==> config.mk <==
export PLATFORM = sky130hd
export DESIGN_NAME = com_csr_apb2csr_mux
export DESIGN_NICKNAME = d
export VERILOG_FILES = /design/src/rtl/com_csr_apb2csr_mux.sv
export SDC_FILE = /design/constraint.sdc
export NUM_CORES = 1
export LEC_CHECK = 0
export CAP_MARGIN = 10
export CORE_AREA = 2 2 90 92
export CTS_CLUSTER_DIAMETER = 60
export DETAILED_ROUTE_END_ITERATION = 6
export DIE_AREA = 0 0 92 94
export GPL_ROUTABILITY_DRIVEN = 0
export HOLD_SLACK_MARGIN = 0.08
export PLACE_DENSITY_LB_ADDON = 0.1
export SYNTH_ARGS = -nofsm -noshare
export SYNTH_HDL_FRONTEND = slang
export SYNTH_SLANG_ARGS = --single-unit
==> constraint.sdc <==
create_clock -name PCLK -period 2.7 [get_ports PCLK]
set_input_delay 0.405 -clock PCLK [delete_from_list [all_inputs] [get_ports PCLK]]
set_output_delay 0.405 -clock PCLK [all_outputs]
set_load 0.05 [all_outputs]
==> src/rtl/com_csr_apb2csr_mux.sv <==
// com_csr_apb2csr_mux: APB4 slave bridging to NUM_CH CSR master channels selected by base/size address windows.
// Latency: a zero-wait hit completes in 2 APB cycles (setup + access); back-to-back transfers need no idle cycle.
// Backpressure: PREADY follows the selected csr_ready; a decode miss, a secure violation or a ready timeout completes early with PSLVERR.
//
// Ports:
//   PCLK, PRESET                  clock, asynchronous active-high reset
//   PADDR/PPROT/PSELx/PENABLE/PWRITE/PWDATA/PSTRB  APB request (only PPROT[1], non-secure, is used)
//   PREADY/PRDATA/PSLVERR         APB response; all zero outside the access phase
//   csr_valid (one-hot), csr_write, csr_addr (window-relative), csr_wdata, csr_wstrb   CSR request
//   csr_ready, csr_rdata          per-channel CSR response, ch0 in the LSBs
//   err_pulse                     one-cycle pulses: [0] decode miss, [1] timeout, [2] secure violation
module com_csr_apb2csr_mux #(
    parameter int                       NUM_CH     = 2,
    parameter int                       AW_APB     = 32,
    parameter int                       DW_APB     = 32,
    parameter int                       AW_CSR     = 16,
    parameter logic [NUM_CH*AW_APB-1:0] RGN_BASE   = {32'h2000, 32'h1000},
    parameter logic [NUM_CH*AW_APB-1:0] RGN_SIZE   = {32'h1000, 32'h0100},
    parameter logic [NUM_CH-1:0]        RGN_SECURE = 2'b00,
    parameter int                       TIMEOUT    = 16
) (
    input  logic                     PCLK,
    input  logic                     PRESET,
    input  logic [AW_APB-1:0]        PADDR,
    input  logic [2:0]               PPROT,
    input  logic                     PSELx,
    input  logic                     PENABLE,
    input  logic                     PWRITE,
    input  logic [DW_APB-1:0]        PWDATA,
    input  logic [DW_APB/8-1:0]      PSTRB,
    output logic                     PREADY,
    output logic [DW_APB-1:0]        PRDATA,
    output logic                     PSLVERR,
    output logic [NUM_CH-1:0]        csr_valid,
    output logic                     csr_write,
    output logic [AW_CSR-1:0]        csr_addr,
    output logic [DW_APB-1:0]        csr_wdata,
    output logic [DW_APB/8-1:0]      csr_wstrb,
    input  logic [NUM_CH-1:0]        csr_ready,
    input  logic [NUM_CH*DW_APB-1:0] csr_rdata,
    output logic [2:0]               err_pulse
);

    localparam int IW = (NUM_CH > 1) ? $clog2(NUM_CH) : 1;
    localparam int CW = (TIMEOUT > 1) ? $clog2(TIMEOUT) : 1;
    localparam logic [CW-1:0] TMO_LAST = CW'((TIMEOUT > 0) ? TIMEOUT - 1 : 0);

    // SETUP covers both the first access-phase cycle after a setup phase and a
    // setup phase that directly follows a completed transfer; ACCESS covers wait states.
    typedef enum logic [2:0] {
        ST_IDLE   = 3'b001,
        ST_SETUP  = 3'b010,
        ST_ACCESS = 3'b100
    } state_e;

    state_e              state_q, state_d;
    logic                write_q, write_d;
    logic                nonsec_q, nonsec_d;
    logic                hit_q, hit_d;
    logic [IW-1:0]       idx_q, idx_d;
    logic [AW_CSR-1:0]   addr_q, addr_d;
    logic [CW-1:0]       cnt_q, cnt_d;

    logic                dec_hit;
    logic [IW-1:0]       dec_idx;
    logic [AW_CSR-1:0]   dec_addr;

    logic                setup_cyc;
    logic                acc_act;
    logic                sec_viol;
    logic                err_cls;
    logic                rdy_sel;
    logic                tmo_hit;

    logic                unused_pprot;
    assign unused_pprot = PPROT[0] ^ PPROT[2];

    // Window compare is done one bit wider than the bus so BASE+SIZE cannot wrap.
    function automatic logic in_rgn(input logic [AW_APB-1:0] a,
                                    input logic [AW_APB-1:0] base,
                                    input logic [AW_APB-1:0] size);
        logic [AW_APB:0] a_x, lo_x, hi_x;
        a_x  = {1'b0, a};
        lo_x = {1'b0, base};
        hi_x = {1'b0, base} + {1'b0, size};
        return (a_x >= lo_x) && (a_x < hi_x);
    endfunction

    // Scan from the highest index down so the lowest matching window wins on overlap.
    always_comb begin
        dec_hit  = 1'b0;
        dec_idx  = '0;
        dec_addr = '0;
        for (int i = NUM_CH - 1; i >= 0; i--) begin
            if (in_rgn(PADDR, RGN_BASE[i*AW_APB +: AW_APB], RGN_SIZE[i*AW_APB +: AW_APB])) begin
                dec_hit  = 1'b1;
                dec_idx  = IW'(i);
                dec_addr = AW_CSR'(PADDR - RGN_BASE[i*AW_APB +: AW_APB]);
            end
        end
    end

    assign setup_cyc = PSELx && !PENABLE;
    assign acc_act   = ((state_q == ST_SETUP) || (state_q == ST_ACCESS)) && PSELx && PENABLE;
    assign sec_viol  = hit_q && nonsec_q && RGN_SECURE[idx_q];
    assign err_cls   = !hit_q || sec_viol;
    assign rdy_sel   = csr_ready[idx_q];
    assign tmo_hit   = (TIMEOUT != 0) && (cnt_q == TMO_LAST) && !rdy_sel;

    always_comb begin
        state_d   = state_q;
        write_d   = write_q;
        nonsec_d  = nonsec_q;
        hit_d     = hit_q;
        idx_d     = idx_q;
        addr_d    = addr_q;
        cnt_d     = cnt_q;
        PREADY    = 1'b0;
        PSLVERR   = 1'b0;
        PRDATA    = '0;
        csr_valid = '0;
        err_pulse = 3'b000;

        // Response for the current access-phase cycle.
        if (acc_act) begin
            if (err_cls) begin
                PREADY    = 1'b1;
                PSLVERR   = 1'b1;
                err_pulse = !hit_q ? 3'b001 : 3'b100;
            end else begin
                csr_valid[idx_q] = 1'b1;
                if (rdy_sel) begin
                    PREADY = 1'b1;
                    if (!write_q) begin
                        PRDATA = csr_rdata[idx_q*DW_APB +: DW_APB];
                    end
                end else if (tmo_hit) begin
                    PREADY    = 1'b1;
                    PSLVERR   = 1'b1;
                    err_pulse = 3'b010;
                end else if (TIMEOUT != 0) begin
                    cnt_d = cnt_q + 1'b1;
                end
            end
        end

        // Every setup phase latches the request and restarts the timeout.
        if (setup_cyc) begin
            write_d  = PWRITE;
            nonsec_d = PPROT[1];
            hit_d    = dec_hit;
            idx_d    = dec_idx;
            addr_d   = dec_addr;
            cnt_d    = '0;
        end

        case (state_q)
            ST_IDLE: begin
                if (setup_cyc) state_d = ST_SETUP;
            end
            ST_SETUP: begin
                if (!PSELx)             state_d = ST_IDLE;
                else if (acc_act)       state_d = PREADY ? ST_SETUP : ST_ACCESS;
            end
            ST_ACCESS: begin
                if (!PSELx)             state_d = ST_IDLE;
                else if (setup_cyc)     state_d = ST_SETUP;
                else if (PREADY)        state_d = ST_SETUP;
            end
            default: state_d = ST_IDLE;
        endcase
    end

    always_ff @(posedge PCLK or posedge PRESET) begin
        if (PRESET) begin
            state_q  <= ST_IDLE;
            write_q  <= 1'b0;
            nonsec_q <= 1'b0;
            hit_q    <= 1'b0;
            idx_q    <= '0;
            addr_q   <= '0;
            cnt_q    <= '0;
        end else begin
            state_q  <= state_d;
            write_q  <= write_d;
            nonsec_q <= nonsec_d;
            hit_q    <= hit_d;
            idx_q    <= idx_d;
            addr_q   <= addr_d;
            cnt_q    <= cnt_d;
        end
    end

    assign csr_write = write_q;
    assign csr_addr  = addr_q;
    assign csr_wdata = PWDATA;
    assign csr_wstrb = write_q ? PSTRB : '0;

endmodule
* After elaboration in Yosys (flattened, before gate mapping)
Cells that the tools add are included.
** Operators by class
- $add $sub $neg :: 3
- $lt $le $gt $ge :: 6
- Multiplexer cells :: 42
- Shifts and indexed selects :: 1
- Reduce and logical (&&, ||, !) cells :: 17
- Equality and inequality tests :: 10
** Operator list (count)
- 2-to-1 mux 32 bit :: 4
- variable part select 64 x 7 -> 32 bit :: 1
- greater-or-equal comparator 32 x 13 -> 1 bit, second input constant :: 1
- greater-or-equal comparator 32 x 14 -> 1 bit, second input constant :: 1
- < comparator 32 x 13 -> 1 bit, second input constant :: 1
- < comparator 32 x 14 -> 1 bit, second input constant :: 1
- 2-to-1 mux 16 bit :: 2
- 2-to-1 mux 3 bit :: 10
- 2-to-1 mux 4 bit :: 6
- subtractor 16 x 13 -> 16 bit, second input constant :: 1
- subtractor 16 x 14 -> 16 bit, second input constant :: 1
- 2-to-1 mux 1 bit :: 14
- logical AND 1 bit :: 9
- one-hot mux 3 bit (3 select lines) :: 1
- 2-to-1 mux 2 bit :: 4
- != test 2 bit, second input constant :: 4
- adder 4 x 1 -> 4 bit, second input constant :: 1
- == test 4 bit, second input constant :: 1
- != test 4 bit, second input constant :: 1
- AND reduction 4 bit :: 1
- == test 3 x 1 -> 1 bit, second input constant :: 1
- == test 3 x 2 -> 1 bit, second input constant :: 1
- == test 3 bit, second input constant :: 1
- logical NOT 1 bit :: 3
- other kinds (7) :: 8
** Storage, ports and cells
- Bits in registers :: 27
- Output and inout bits :: 92
- Bits of input ports :: 142

* Logic depth before layout (Yosys ltp)
- Depth in word-level cells :: 12
- Mapped depth :: 7
- Depth with buffers taken out :: 7

* Least setup slack after synthesis
No wires, ideal clock.
- Path type :: register -> output
- Start :: register state_q[2]
- End :: output port PRDATA[10]
- Required time :: 2295 ps
- Setup slack :: 56 ps
- Arrival :: 2239 ps
- Stages on the path, launching flop included :: 8
- Cell sequence :: dfrtp_1 -> xnor2_1 -> nor3b_2 -> nand3_1 -> or3_1 -> buf_2 -> buf_6 -> nor2_1
** Between the ends
- Longest elaborated chain between the ends :: 5
** Ends and longest elaborated chain
- from (decl) :: line 56 : state_e state_q, state_d;
- from (signal assigned) :: line 184 : state_q <= state_d;
- == test 3 x 2 -> 1 bit / == test 3 bit (equally long branches) :: line 104 : assign acc_act = ((state_q == ST_SETUP) || (state_q == ST_ACCESS)) && PSELx && PENABLE;
- logical OR 1 bit (*) :: line 104
- logical AND 1 bit (*) (2 in a row) :: line 104
- 2-to-1 mux 32 bit (*) :: line 125 : if (acc_act) begin
- to (decl) :: line 32 : output logic [DW_APB-1:0] PRDATA,
Mark *: on every way between the ends. The rest lies on a longest branch, timed or not.

* Final worst setup path
- Start :: input port PSELx
- End :: output port PRDATA[9]
** Between the ends
- Longest elaborated chain between the ends :: 3
** Ends and longest elaborated chain
- from (decl) :: line 26 : input logic PSELx,
- logical AND 1 bit (2 in a row) :: line 104
- 2-to-1 mux 32 bit :: line 125
Every way passes these cells.

==> flow_summary.ini <==
[sta]
relSlewSlack = 0.618
fin_worst_skew_ns = 0.00562
slew_violations = 0
timing.final.crit_share = 0.960
min_period_ns = 2.59
worst_slew_pin_slew_ns = 0.574
finalSetupTns_ns = 0
fin_ws_ns = 0.108
hold_viol = 0
fmax_mhz = 386
rsz0062_at_grt = no
setup_viol = 0

[setup_path]
rr_startpoint = cnt_q[0]$_DFFE_PP0P_
cpMostUsedCell = buf_12
crit_family = simple AND/OR/NAND/NOR gates
reg2reg_depth = 6
worst_setup_path_start_kind = input port
r2r-end = cnt_q[1]$_DFFE_PP0P_
slowest_delay_ns = 0.49
cp-startpoint = PSELx
path_max_fanout = 32
endpoint_kind = primary output
path_cells = clkdlybuf4s50_1 -> nor3b_2 -> nand3_1 -> or3_1 -> buf_12 -> nor2_1 -> buf_12
worst-setup-path-type = input port to primary output
rrSetupSlack_ns = 1.10
cpMaxStageDelayCell = clkdlybuf4s50_1
path_buf_inv = 3
arrival_ns = 2.19
worst_ep_required_time_ns = 2.30

[grt]
antenna_found_initial = 0
first_global_vias = 2145
grt_pass1_wl_mm = 11.6
grt_start_max_net_pins = 35
grt_use_total = 0.170
grt_overflow_total = 0

[routing]
drt_iter0_drc = 45
ant_nets = 0
firstDrtPassIters = 4
dr_total_vias = 2187
drc = 0
wl_per_cell_um = 16.3
via_per_inst = 4.57
wl_mm = 7.83

[pwr]
p_per_area_nw_per_um2 = 228
power.total_uw = 942
leakage_nw = 1.64
ir_drop_v = 0.000184

[die]
die_h_um = 94
num_rows = 32
die_w_um = 92
die_area_um2 = 8650
ioPinCount = 234
initial_core_util = 0.285
coreArea_um2 = 7610

[logic_synthesis]
synthTopCellsByArea = dfrtp_1 (29%), mux2i_1 (17%), buf_4 (12%)
syn_area_per_cell_um2 = 8.93
postSynthCellCount = 243
ys_seq_area_frac = 0.300
synth-seq-cells = 26
yosys_warnings = 0
ys.flop_type = dfrtp_1
yosys.cell_types.count = 42
yosys.area.top_type = dfrtp_1
async_flop_share = 1.00
syn_area_um2 = 2170
synth_top_area_frac = 0.288
synth_enable_flop_cells = 0
syn-num-nets = 392

[layout]
antennaDiodeCount = 0
finalNetCount = 527
fillers = 691
most-common-layout-cells = clkdlybuf4s50_1 (127), nor2_1 (42), buf_12 (39)
syn2layout_area_growth_pct = 90.9
fin_area_um2 = 4140
drive_above_1_share = 0.167
fin_util = 0.544
layout_commonest_cell = clkdlybuf4s50_1

[place]
dp.final_hpwl_mm = 6.46
pre_cts_ws_ns = 0.0951
portBuffers = 165
postPlaceCellArea_um2 = 4080

[clock_network]
cts_resized = 0
cts_tree = yes
cts_setup_buffers = 0
cts_buffers = 3
clk_path_buf_depth = 2
clk_latency_ns = 0.28
cts-root-buf = clkbuf_8
cts_sinks = 26
htree_levels = 1
holdBufCountCts = 0
clk_pin_slew_ns = 0.09

[min_path]
hold_class = input port to async pin

[status]
status = complete, no violations

[run]
drv_cap = 0
## sequential cells by signal, indices dropped and copies added (netlist names)
signal / cells
hit_q: 1
csr_write: 1
csr_addr: 16
idx_q: 1
state_q: 3
cnt_q: 4
## worst max path at each step
stage	end	slack, ns	cells after the start
global route	PRDATA[6]	0.002	7
finish	PRDATA[9]	0.11	7
CTS	PRDATA[10]	0.08	7
floorplan	PRDATA[10]	0.06	7
global placement	PRDATA[30]	0.16	7
detailed placement	PRDATA[10]	0.1	7
## logic make-up after synthesis
logic type / after synthesis / share of synthesized area
and+or+nand+nor: 90 / 0.199
buffers and inverters: 50 / 0.163
muxes: 37 / 0.171
AOI/OAI and AO/OA: 26 / 0.0998
DFF: 26 / 0.300
adders and majority gates: 7 / 0.0404
xor gates and xnor gates: 6 / 0.0242
other: 1 / 0.00173
## power breakdown
part	switching (mW)	internal [mW]
combinational	0.105	0.178
clock	0.129	0.131
sequential	0.00597	0.394
## cell usage after synthesis, types with 2 or more instances
cell,number
a22o_1,11
and2_1,6
and3_1,3
buf_4,34
buf_6,5
clkbuf_1,3
dfrtp_1,25
ha_1,7
inv_1,6
mux2i_1,36
nand2_1,11
nand3_1,5
nand4_1,2
nor2_1,45
nor2b_1,3
nor4_1,7
o21ai_0,3
or3_1,3
xnor2_1,2
xor2_1,4
## routing by layer
layer  global-route usage  part of all wire
met4               0.0361            0.0075
met5                    0                 0
met3               0.0498             0.082
met2                0.298              0.51
met1                0.209              0.40
## worst min-delay path: cells and delay by family
kind                   cells  cell delay [ns]
buffers and inverters      3             0.76
## final cells by class
cell class                      count  area, um^2  area share
Sequential cell                    26         653       0.158
Clock buffer                        4        55.1      0.0133
Multi-Input combinational cell    167        1170       0.283
Timing Repair Buffer              174        2110       0.510
Tap cell                          102         128      0.0308
Inverter                            6        22.5     0.00544
## metrics by stage
stage                     hold slack (ns)  cells
after detailed placement            0.483    475
after global routing                0.525    479
after global placement              0.485    475
after CTS                           0.507    479
after floorplan                     0.444    243
final                               0.483    479
Power figures use the tool's default switching activity.
